File: config.mk
export PLATFORM = sky130hd
export DESIGN_NAME = irq_ctrl
export DESIGN_NICKNAME = d
export VERILOG_FILES = /design/src/rtl/irq_ctrl_pkg.sv /design/src/rtl/irq_ctrl_prio_enc.sv /design/src/rtl/irq_ctrl.sv
export SDC_FILE = /design/constraint.sdc
export NUM_CORES = 1
export LEC_CHECK = 0
export CORE_MARGIN = 3
export CORE_UTILIZATION = 43
export CTS_CLUSTER_SIZE = 14
export DETAILED_ROUTE_END_ITERATION = 10
export GPL_ROUTABILITY_DRIVEN = 0
export PLACE_DENSITY = 0.85
export SLEW_MARGIN = 5
export SYNTH_ARGS = -nofsm -noshare
export SYNTH_HDL_FRONTEND = slang
export SYNTH_HIERARCHICAL = 1
export SYNTH_SLANG_ARGS = --single-unit
File: constraint.sdc
create_clock -name wb_clk -period 2.8 [get_ports wb_clk]
set_input_delay 0.84 -clock wb_clk [delete_from_list [all_inputs] [get_ports wb_clk]]
set_output_delay 0.84 -clock wb_clk [all_outputs]
set_load 0.01 [all_outputs]
File: src/rtl/irq_ctrl_pkg.sv
// irq_ctrl_pkg: register offsets and VECTOR layout shared by the interrupt controller
package irq_ctrl_pkg;
  localparam logic [2:0] REG_PENDING = 3'd0;
  localparam logic [2:0] REG_ENABLE = 3'd1;
  localparam logic [2:0] REG_MODE = 3'd2;
  localparam logic [2:0] REG_CLEAR = 3'd3;
  localparam logic [2:0] REG_VECTOR = 3'd4;
  localparam int VECTOR_VALID_BIT = 31;
endpackage

File: src/rtl/irq_ctrl_prio_enc.sv
// irq_prio_enc: combinational lowest-index-first encoder; req[N-1:0] -> valid, idx[4:0]
module irq_prio_enc #(
  parameter int N = 8
) (
  input  logic [N-1:0] req,
  output logic         valid,
  output logic [4:0]   idx
);
  always_comb begin
    valid = |req;
    idx = '0;
    for (int i = N - 1; i >= 0; i--) idx = req[i] ? 5'(i) : idx;
  end
endmodule

File: src/rtl/irq_ctrl.sv
// irq_ctrl: dbus interrupt controller; wb_* bus slave (ack/rdt), irq_in[N_IRQ] sources, irq CPU output; VECTOR encoder under IRQ_CTRL_VECTOR_EN
module irq_ctrl
  import irq_ctrl_pkg::*;
#(
  parameter int                ADDR_W = 8,
  parameter logic [ADDR_W-1:0] ADDR = 8'h80,
  parameter int                N_IRQ = 8
) (
  input  logic             wb_clk,
  input  logic             wb_rst,
  input  logic [31:0]      wb_dbus_adr,
  input  logic [31:0]      wb_dbus_dat,
  input  logic             wb_dbus_we,
  input  logic             wb_dbus_cyc,
  output logic             ack,
  output logic [31:0]      rdt,
  input  logic [N_IRQ-1:0] irq_in,
  output logic             irq
);
  logic sel, wr;
  logic [2:0] off;
  logic [N_IRQ-1:0] enable, mode, pending, prev, active, rise, clr, mode_chg, pending_n, wdat;
  logic [31:0] vector, rd;
  logic unused;
  assign unused = ^{wb_dbus_adr[31-ADDR_W:5], wb_dbus_adr[1:0], wb_dbus_dat[31:N_IRQ]};
  assign off = wb_dbus_adr[4:2];
  assign wdat = wb_dbus_dat[N_IRQ-1:0];
  assign sel = wb_dbus_cyc && wb_dbus_adr[31:32-ADDR_W] == ADDR && !ack;
  assign wr = sel && wb_dbus_we;
  assign active = pending & enable;
  assign rise = irq_in & ~prev;
  assign clr = (wr && off == REG_CLEAR) ? wdat : '0;
  assign mode_chg = (wr && off == REG_MODE) ? (wdat ^ mode) : '0;
  // A fresh edge beats a simultaneous CLEAR; a mode flip always drops the channel.
  assign pending_n = ~mode_chg & ((~mode & irq_in) | (mode & (rise | (pending & ~clr))));
  assign rd = off == REG_PENDING ? 32'(pending) :
              off == REG_ENABLE  ? 32'(enable) :
              off == REG_MODE    ? 32'(mode) :
              off == REG_CLEAR   ? 32'(active) :
              off == REG_VECTOR  ? vector : '0;
`ifdef IRQ_CTRL_VECTOR_EN
  logic enc_valid;
  logic [4:0] enc_idx;
  logic [31:0] vector_n;
  irq_prio_enc #(.N(N_IRQ)) u_enc (.req(active), .valid(enc_valid), .idx(enc_idx));
  always_comb begin
    vector_n = '0;
    vector_n[VECTOR_VALID_BIT] = enc_valid;
    vector_n[4:0] = enc_idx;
  end
  always_ff @(posedge wb_clk) vector <= wb_rst ? '0 : vector_n;
`else
  assign vector = '0;
`endif
  always_ff @(posedge wb_clk) begin
    if (wb_rst) begin
      ack <= 1'b0;
      rdt <= '0;
      enable <= '0;
      mode <= '0;
      pending <= '0;
      prev <= '0;
      irq <= 1'b0;
    end else begin
      ack <= sel;
      rdt <= sel ? rd : '0;
      if (wr && off == REG_ENABLE) enable <= wdat;
      if (wr && off == REG_MODE) mode <= wdat;
      pending <= pending_n;
      prev <= irq_in;
      irq <= |active;
    end
  end
endmodule

==> Yosys cells after proc, flatten, opt, wreduce, memory -nomap -nowiden <==
Index checks and enable logic that the tools add are counted.
{ "totals": {"input_bits": 76, "word_cells": 43, "output_inout_bits": 34, "register_bits": 66} }
{ "classes": {"n_mux": 6, "reduce_logical": 11, "n_eq_ne": 4, "n_bitwise": 14} }
{ "op_table": {"columns": ["cell", "count"], "rows": [
  ["$and A8 B8 Y8", 6],
  ["$mux W8", 6],
  ["$not A8 Y8", 4],
  ["$or A8 B8 Y8", 2],
  ["$eq A8 B8 Y1 const B", 1],
  ["$reduce_or A8 Y1", 1],
  ["$xor A8 B8 Y8", 1],
  ["$eq A3 B2 Y1 const B", 2],
  ["$logic_and A1 B1 Y1", 6],
  ["$reduce_or A5 Y1", 1],
  ["$eq A3 B1 Y1 const B", 1],
  ["$logic_not A3 Y1", 1],
  ["$reduce_or A2 Y1", 1],
  ["$logic_not A1 Y1", 1],
  ["$not A1 Y1", 1]
]} }

==> Longest topological paths before layout <==
Gate-level depths: netlist of the first run.
{ "logic_depth": {"depth_word": 12, "ltp_mapped": 6} }

==> Worst setup path before layout of the first run <==
OpenSTA, ideal clock, no wires.
{ "synth_timing": {"path_kind": "input to register", "from": "input wb_dbus_adr[3]", "to": "register pending[7]", "path_slack_ns": 0.642, "required_ns": 2.681, "setup_time_ns": 0.119, "arrival_ns": 2.039, "cell_stages": 6, "cell_sequence": "buf_2 -> nor4bb_1 -> nand4_2 -> clkbuf_1 -> o31ai_1 -> nor2_1"} }
{ "synth_between": {"elab_chain_len": 9} }
{ "synth_rtl": {"columns": ["element", "line_no", "text"], "rows": [
  ["start, declared", "irq_ctrl.sv:11", "input logic [31:0] wb_dbus_adr,"],
  ["$eq A3 B2 Y1", "irq_ctrl.sv:32", "assign clr = (wr && off == REG_CLEAR) ? wdat : '0;"],
  ["$logic_and A1 B1 Y1", "irq_ctrl.sv:32", null],
  ["$mux W8", "irq_ctrl.sv:32", null],
  ["$not A8 Y8", "irq_ctrl.sv:35", "assign pending_n = ~mode_chg & ((~mode & irq_in) | (mode & (rise | (pending & ~clr))));"],
  ["$and A8 B8 Y8", "irq_ctrl.sv:35", null],
  ["$or A8 B8 Y8", "irq_ctrl.sv:35", null],
  ["$and A8 B8 Y8", "irq_ctrl.sv:35", null],
  ["$or A8 B8 Y8", "irq_ctrl.sv:35", null],
  ["$and A8 B8 Y8 (*)", "irq_ctrl.sv:35", null],
  ["end signal, assigned", "irq_ctrl.sv:69", "pending <= pending_n;"],
  ["end, declared", "irq_ctrl.sv:22", "logic [N_IRQ-1:0] enable, mode, pending, prev, active, rise, clr, mode_chg, pending_n, wdat;"]
]} }
Mark *: on every way between the ends. The rest lies on a longest branch, timed or not.
A chain may end at the register's enable or synchronous reset.

==> Worst setup path in the final report of the first run <==
{ "layout_timing": {"from": "input wb_dbus_adr[25]", "to": "register rdt[3]"} }
{ "layout_between": {"elab_chain_len": 5} }
{ "layout_rtl": {"columns": ["element", "line_no", "text"], "rows": [
  ["$eq A8 B8 Y1", "irq_ctrl.sv:28", "assign sel = wb_dbus_cyc && wb_dbus_adr[31:32-ADDR_W] == ADDR && !ack;"],
  ["$logic_and A1 B1 Y1 (2 in a row)", "irq_ctrl.sv:28", null],
  ["$not A1 Y1 (no source line)", null, null],
  ["$reduce_or A2 Y1 (no source line)", null, null],
  ["end signal, assigned", "irq_ctrl.sv:66", "rdt <= sel ? rd : '0;"],
  ["end, declared", "irq_ctrl.sv:16", "output logic [31:0] rdt,"]
]} }
No other way between the ends.

==> impl_results.md, run 1 <==
- Area leader, netlist: dfxtp_1
- Initial DRC Count: 102
- CTS Sinks: 42
- Synth Flop Type: dfxtp_1
- Worst-path clk slew: 0.07 ns
- Final hold violation count: 0
- Top Ports: 110
- Syn. warnings: 6
- Non-Filler Instances: 356
- Hold crit path type: reg2reg
- Skew final: 0.00663 ns
- Port Buffers: 40
- Area Growth Syn to Fin: 24.8%
- Tot Pwr: 1.17 mW
- Antenna-violating nets left: 0
- Top cells by count, synth: dfxtp_1 (42), nor2_1 (32), buf_4 (24), mux2i_1 (24), nand2b_1 (22)
- Combinational family with the most area after synthesis: simple AND/OR/NAND/NOR gates
- Crit share post-route: 0.845
- Placed Cells: 348
- Startpoint types: input pin
- Routed wire length per instance: 12.8 µm
- Via Count: 1755
- Post-synthesis sequential area ratio: 0.386
- Number of global-route vias before repair: 1707
- Resize count post-CTS: 0
- Setup crit end kind: flip-flop
- Worst endpoint required time: 3.02 ns
- Share of cells above drive strength 1: 0.131
- DR DRC count: 0
- Register bit count reported by yosys: 42
- Drt pass-1 iters: 4
- Core ar.: 0.00482 mm²
- CP max FO: 8
- Power per cell area: 430 mW/mm²
- CP arrival: 2.58 ns
- Fill cell count: 430
- GRT overflow: 0
- Post-route design area: 0.00272 mm²
- Die height: 77.2 µm
- Met1 usage: 0.190
- Die ar.: 0.00596 mm²
- Kind of critical path: in2reg
- Worst IR Drop VDD: 0.212 mV
- Post-synth ARST share: 0
- Fin crit period: 2.37 ns
- Post-layout util: 0.564
- CTS Buf Count: 5
- Detailed-route wire length: 4.56 mm
- Worst-Skew Late Latency: 0.30 ns
- F_max: 423 MHz
- CTS max path bufs: 2
- Netlist cell types: 28
- M2 GR Usage: 0.265
- Synth Area in Compound Gates: 0.183
- H-tree Lvls: 2
- Synthesized area: 0.00218 mm²
- Nets: 364
- Synth Area in Adders: 0
- Leakage: 1.14 nW
- Gr usage total: 0.164
- DP Area: 0.00263 mm²
- Final Max Tran Viols: 0
- Most frequent cell after synthesis: dfxtp_1
- Initial core utilization: 0.452
- Status: completed
- Setup TNS: 0 ns
- Unrepaired setup endpoints after global routing: no
- Final setup vio count: 0
- First-pass GRT wire length: 7.77 mm
- Post-synthesis mux area share: 0.110
- Largest net degree at the start of global routing: 35
- CTS Hold Bufs: 0
- Die Span X: 77.2 µm
- Busiest grt layer: met2
- Post-synth EDFFs: 0
- FP Rows: 25
- Post-Synth Simple-Gate Area: 0.213
- Post-CTS setup buffer count: 0
- Syn avg cell area: 9.04 µm²
- Synth Instances: 241
- Clock root cell: clkbuf_8
- Drt via density: 4.93
- CTS tree: built
- Max cap viols: 0
- Post-Synth XOR/XNOR Area: 0
- Hpwl dp: 3.21 mm
- Top cells by area, synth: dfxtp_1 (39%), mux2i_1 (11%), buf_4 (8.3%)
- Ant diodes: 0
- Initial antenna violation count: 0
- Top cell type's share of synthesized area: 0.386
- Met3 Use GR: 0.0599
power by group:
| part | switching, mW | total [mW] | internal, mW |
|---|---|---|---|
| clock | 0.206 | 0.405 | 0.199 |
| sequential | 0.00776 | 0.617 | 0.609 |
| combinational | 0.0708 | 0.147 | 0.0767 |
| total | 0.285 | 1.17 | 0.885 |
metal layers:
layer  part of all wire  wire length (µm)
met5                  0                 0
met4              0.018                84
met3              0.063               286
met2               0.48              2190
met1               0.44              1990
worst paths after layout:
check	startpoint	cells after the start	endpoint	slack, ns
worst max-delay path	wb_dbus_adr[25]	5	rdt[3]	0.43
worst min register to register	enable[3]	2	enable[3]	0.53
worst min-delay path	enable[3]	2	enable[3]	0.53
worst max register to register	ack	5	rdt[3]	1.34
metrics by stage:
| step | worst slack (ns) | hold slack [ns] |
|---|---|---|
| after floorplan | 0.642 | 0.487 |
| after global placement | 0.127 | 0.503 |
| after detailed placement | 0.116 | 0.518 |
| after CTS | 0.434 | 0.536 |
| after global routing | 0.350 | 0.575 |
| final | 0.434 | 0.531 |
critical path, cell delays in order:
cell             delay [ns]
clkdlybuf4s50_1        0.42
or4_1                  0.54
or4_1                  0.41
buf_4                  0.20
a211oi_2               0.16
final cells by class:
type / instances / area (µm²) / area share
Clock buffer: 7 / 86.3 / 0.0318
Clock inverter: 1 / 5.00 / 0.00184
Inverter: 2 / 7.51 / 0.00276
Multi-Input combinational cell: 185 / 1190 / 0.439
Sequential cell: 42 / 841 / 0.309
Tap cell: 67 / 83.8 / 0.0308
Timing Repair Buffer: 52 / 503 / 0.185
flip-flops by register name, indices dropped and copies added, names as in the netlist:
name     flops
irq          1
ack          1
rdt          8
mode         8
prev         8
pending      8
enable       8
kinds of logic (layout without fill, tap and decap cells):
family | count (synthesis) | count (layout)
mux | 24 | 24
compound gates | 53 | 53
simple gates | 84 | 84
other cells | 1 | 24
buf+inv | 37 | 62
flops | 42 | 42
placed cells by master (no fill, tap or decap), types with 4 or more instances in the layout:
cell type and n:
nor2b_1 9, dfxtp_1 42, buf_4 11, a22oi_1 4, a21oi_1 16, conb_1 24, clkbuf_8 6, nor2_1 32
nand2b_1 22, o211ai_1 7, nand2_1 9, o21ai_0 8, a21bo_2 8, clkdlybuf4s50_1 40, a211oi_2 8, mux2i_1 24
Note: power is estimated with default switching activity, not from simulation.
==> run 2: changes to the inputs <==
--- a/config.mk
+++ b/config.mk
@@ -6,11 +6,11 @@
 export NUM_CORES = 1
 export LEC_CHECK = 0
 export CORE_MARGIN = 3
-export CORE_UTILIZATION = 43
+export CORE_UTILIZATION = 36
 export CTS_CLUSTER_SIZE = 14
 export DETAILED_ROUTE_END_ITERATION = 10
 export GPL_ROUTABILITY_DRIVEN = 0
-export PLACE_DENSITY = 0.85
+export PLACE_DENSITY = 0.76
 export SLEW_MARGIN = 5
 export SYNTH_ARGS = -nofsm -noshare
 export SYNTH_HDL_FRONTEND = slang
==> constraint.sdc (replaced) <==
create_clock -name wb_clk -period 2.1 [get_ports wb_clk]
set_input_delay 0.63 -clock wb_clk [delete_from_list [all_inputs] [get_ports wb_clk]]
set_output_delay 0.63 -clock wb_clk [all_outputs]
set_load 0.01 [all_outputs]
==> run 2 against run 1 <==
  * Register-to-register slack worse by 0.70 ns
  * Total power is 29% higher
  * Sequential share of layout area is 0.71 points lower
  * Critical path type unchanged
==> impl_results.md, run 2 (same netlist as run 1, synthesis figures left out) <==
- Worst r2r path cells: 4
- CTS Sinks: 42
- Initial antenna violation count: 0
- Status: completed
- CTS tree: built
- Sequential cell area: 841 µm²
- DR DRC count: 0
- Hold Path Sink: enable[5]
- Tot Pwr: 1.51 mW
- Final setup vio count: 0
- Top Ports: 110
- Worst endpoint required time: 2.31 ns
- Leakage: 1.19 nW
- Worst reg2reg path startpoint: ack
- Initial DRC Count: 111
- Commonest non-fill, non-tap cells in the layout: dfxtp_1 (42), clkdlybuf4s50_1 (34), nor2_1 (32), mux2i_1 (24), conb_1 (24)
- Area Growth Syn to Fin: 27.7%
- Multi-input logic area: 0.00121 mm²
- Worst-path clk slew: 0.08 ns
- Startpoint types: input pin
- Routed wire length per instance: 13.2 µm
- Gr usage total: 0.141
- Number of global-route vias before repair: 1761
- Drt pass-1 iters: 4
- Reg2reg end: rdt[2]
- H-tree Lvls: 2
- CP max FO: 8
- Kind of critical path: in2reg
- Fill cell count: 525
- CP arrival: 2.25 ns
- Port Buffers: 40
- Clock root cell: clkbuf_8
- Worst-Skew Late Latency: 0.29 ns
- Final Max Tran Viols: 0
- Worst IR Drop VDD: 0.218 mV
- Skew final: 0.00664 ns
- Initial core utilization: 0.384
- Seq pwr share: 0.546
- Die Span X: 83.8 µm
- Setup TNS: 0 ns
- Antenna-violating nets left: 0
- Drt via density: 4.83
- Power per cell area: 541 mW/mm²
- Pint: 1.14 mW
- Die height: 83.8 µm
- Most common cell after layout, fill and taps aside: dfxtp_1
- CTS max path bufs: 2
- Hold path depth: 2
- Post-layout util: 0.490
- Final hold violation count: 0
- Hold Crit Start: enable[5]
- Nets: 371
- Ant diodes: 0
- CTS Buf Count: 5
- WHS: 0.547 ns
- Largest net degree at the start of global routing: 35
- Share of total power in combinational logic: 0.134
- Part of the power in the clock network: 0.319
- Unrepaired setup endpoints after global routing: no
- Hpwl dp: 3.41 mm
- Die ar.: 0.00702 mm²
- Via Count: 1772
- F_max: 490 MHz
- Crit share post-route: 0.972
- First-pass GRT wire length: 8.11 mm
- Sw frac: 0.243
- Psw: 0.366 mW
- Share of cells above drive strength 1: 0.163
- Max cap viols: 0
- R2R setup slack: 0.64 ns
- Fin crit period: 2.04 ns
- Core ar.: 0.00568 mm²
- Hold crit path type: reg2reg
- FP Rows: 27
- Detailed-route wire length: 4.83 mm
- Setup crit end kind: flip-flop
- GRT overflow: 0
run 2: cell types whose count changed in the layout (fill, tap and decap cells not counted), moves of 2 or more:
cell,delta
or4_1,-2
buf_4,+7
dlygate4sd2_1,+4
or4_4,+2
clkdlybuf4s50_1,-6
run 2: worst max-delay path: stages:
cell and delay, ns:
clkdlybuf4s50_1 0.44, nor4b_4 0.25, nand2_1 0.11, or4_4 0.61, a211oi_2 0.21
run 2: how the worst max path moves through the flow:
stage	slack, ns	startpoint	depth (start not counted)	end
final	0.06	wb_dbus_adr[29]	5	rdt[2]
after global routing	0.006	wb_dbus_adr[29]	5	rdt[1]
after CTS	0.01	wb_dbus_adr[28]	6	rdt[7]
after detailed placement	-0.36	wb_dbus_adr[25]	5	rdt[7]
after global placement	-0.38	wb_dbus_adr[25]	5	rdt[7]
after floorplan	0.15	wb_dbus_adr[3]	6	pending[7]
run 2: power groups by stage:
stage          sequential, mW  clock [mW]  combinational (mW)
5_1_grt                 0.825       0.530               0.222
6_report                0.823       0.480               0.202
2_1_floorplan           0.838           0               0.138
4_1_cts                 0.823       0.494               0.201
3_3_place_gp            0.840           0               0.195
3_5_place_dp            0.842           0               0.199
run 2: timing repair:
item	CTS	global route
resized for setup	10	3
pin swaps	5	4
hold buffers	0	0
setup endpoints to repair	8	2
hold endpoints to repair	0	0
setup buffers	5	0
run 2: per-stage QoR:
step                      area, µm²  std cells  setup slack [ns]
after CTS                      2780        368            0.0104
after detailed placement       2660        356            -0.362
after global placement         2660        356            -0.380
after global routing           2780        367           0.00579
after floorplan                2260        264             0.152
final                          2780        367            0.0598
run 2: routing by layer:
layer | routed length, µm | vias up | GRT usage
met1 | 1980 | 816 | 0.164
li1 | - | 889 | -
met2 | 2490 | 59 | 0.235
met5 | 0 | - | 0
met3 | 300 | 8 | 0.0474
met4 | 61 | 0 | 0.0570
run 2: layout make-up:
| class | count | share of cell area |
|---|---|---|
| clock inverters | 2 | 0.00360 |
| well taps | 72 | 0.0324 |
| clock buffers | 5 | 0.0247 |
| flip-flops and latches | 42 | 0.302 |
| repair buffers | 59 | 0.199 |
| inverters | 2 | 0.00270 |
| multi-input cells | 185 | 0.436 |
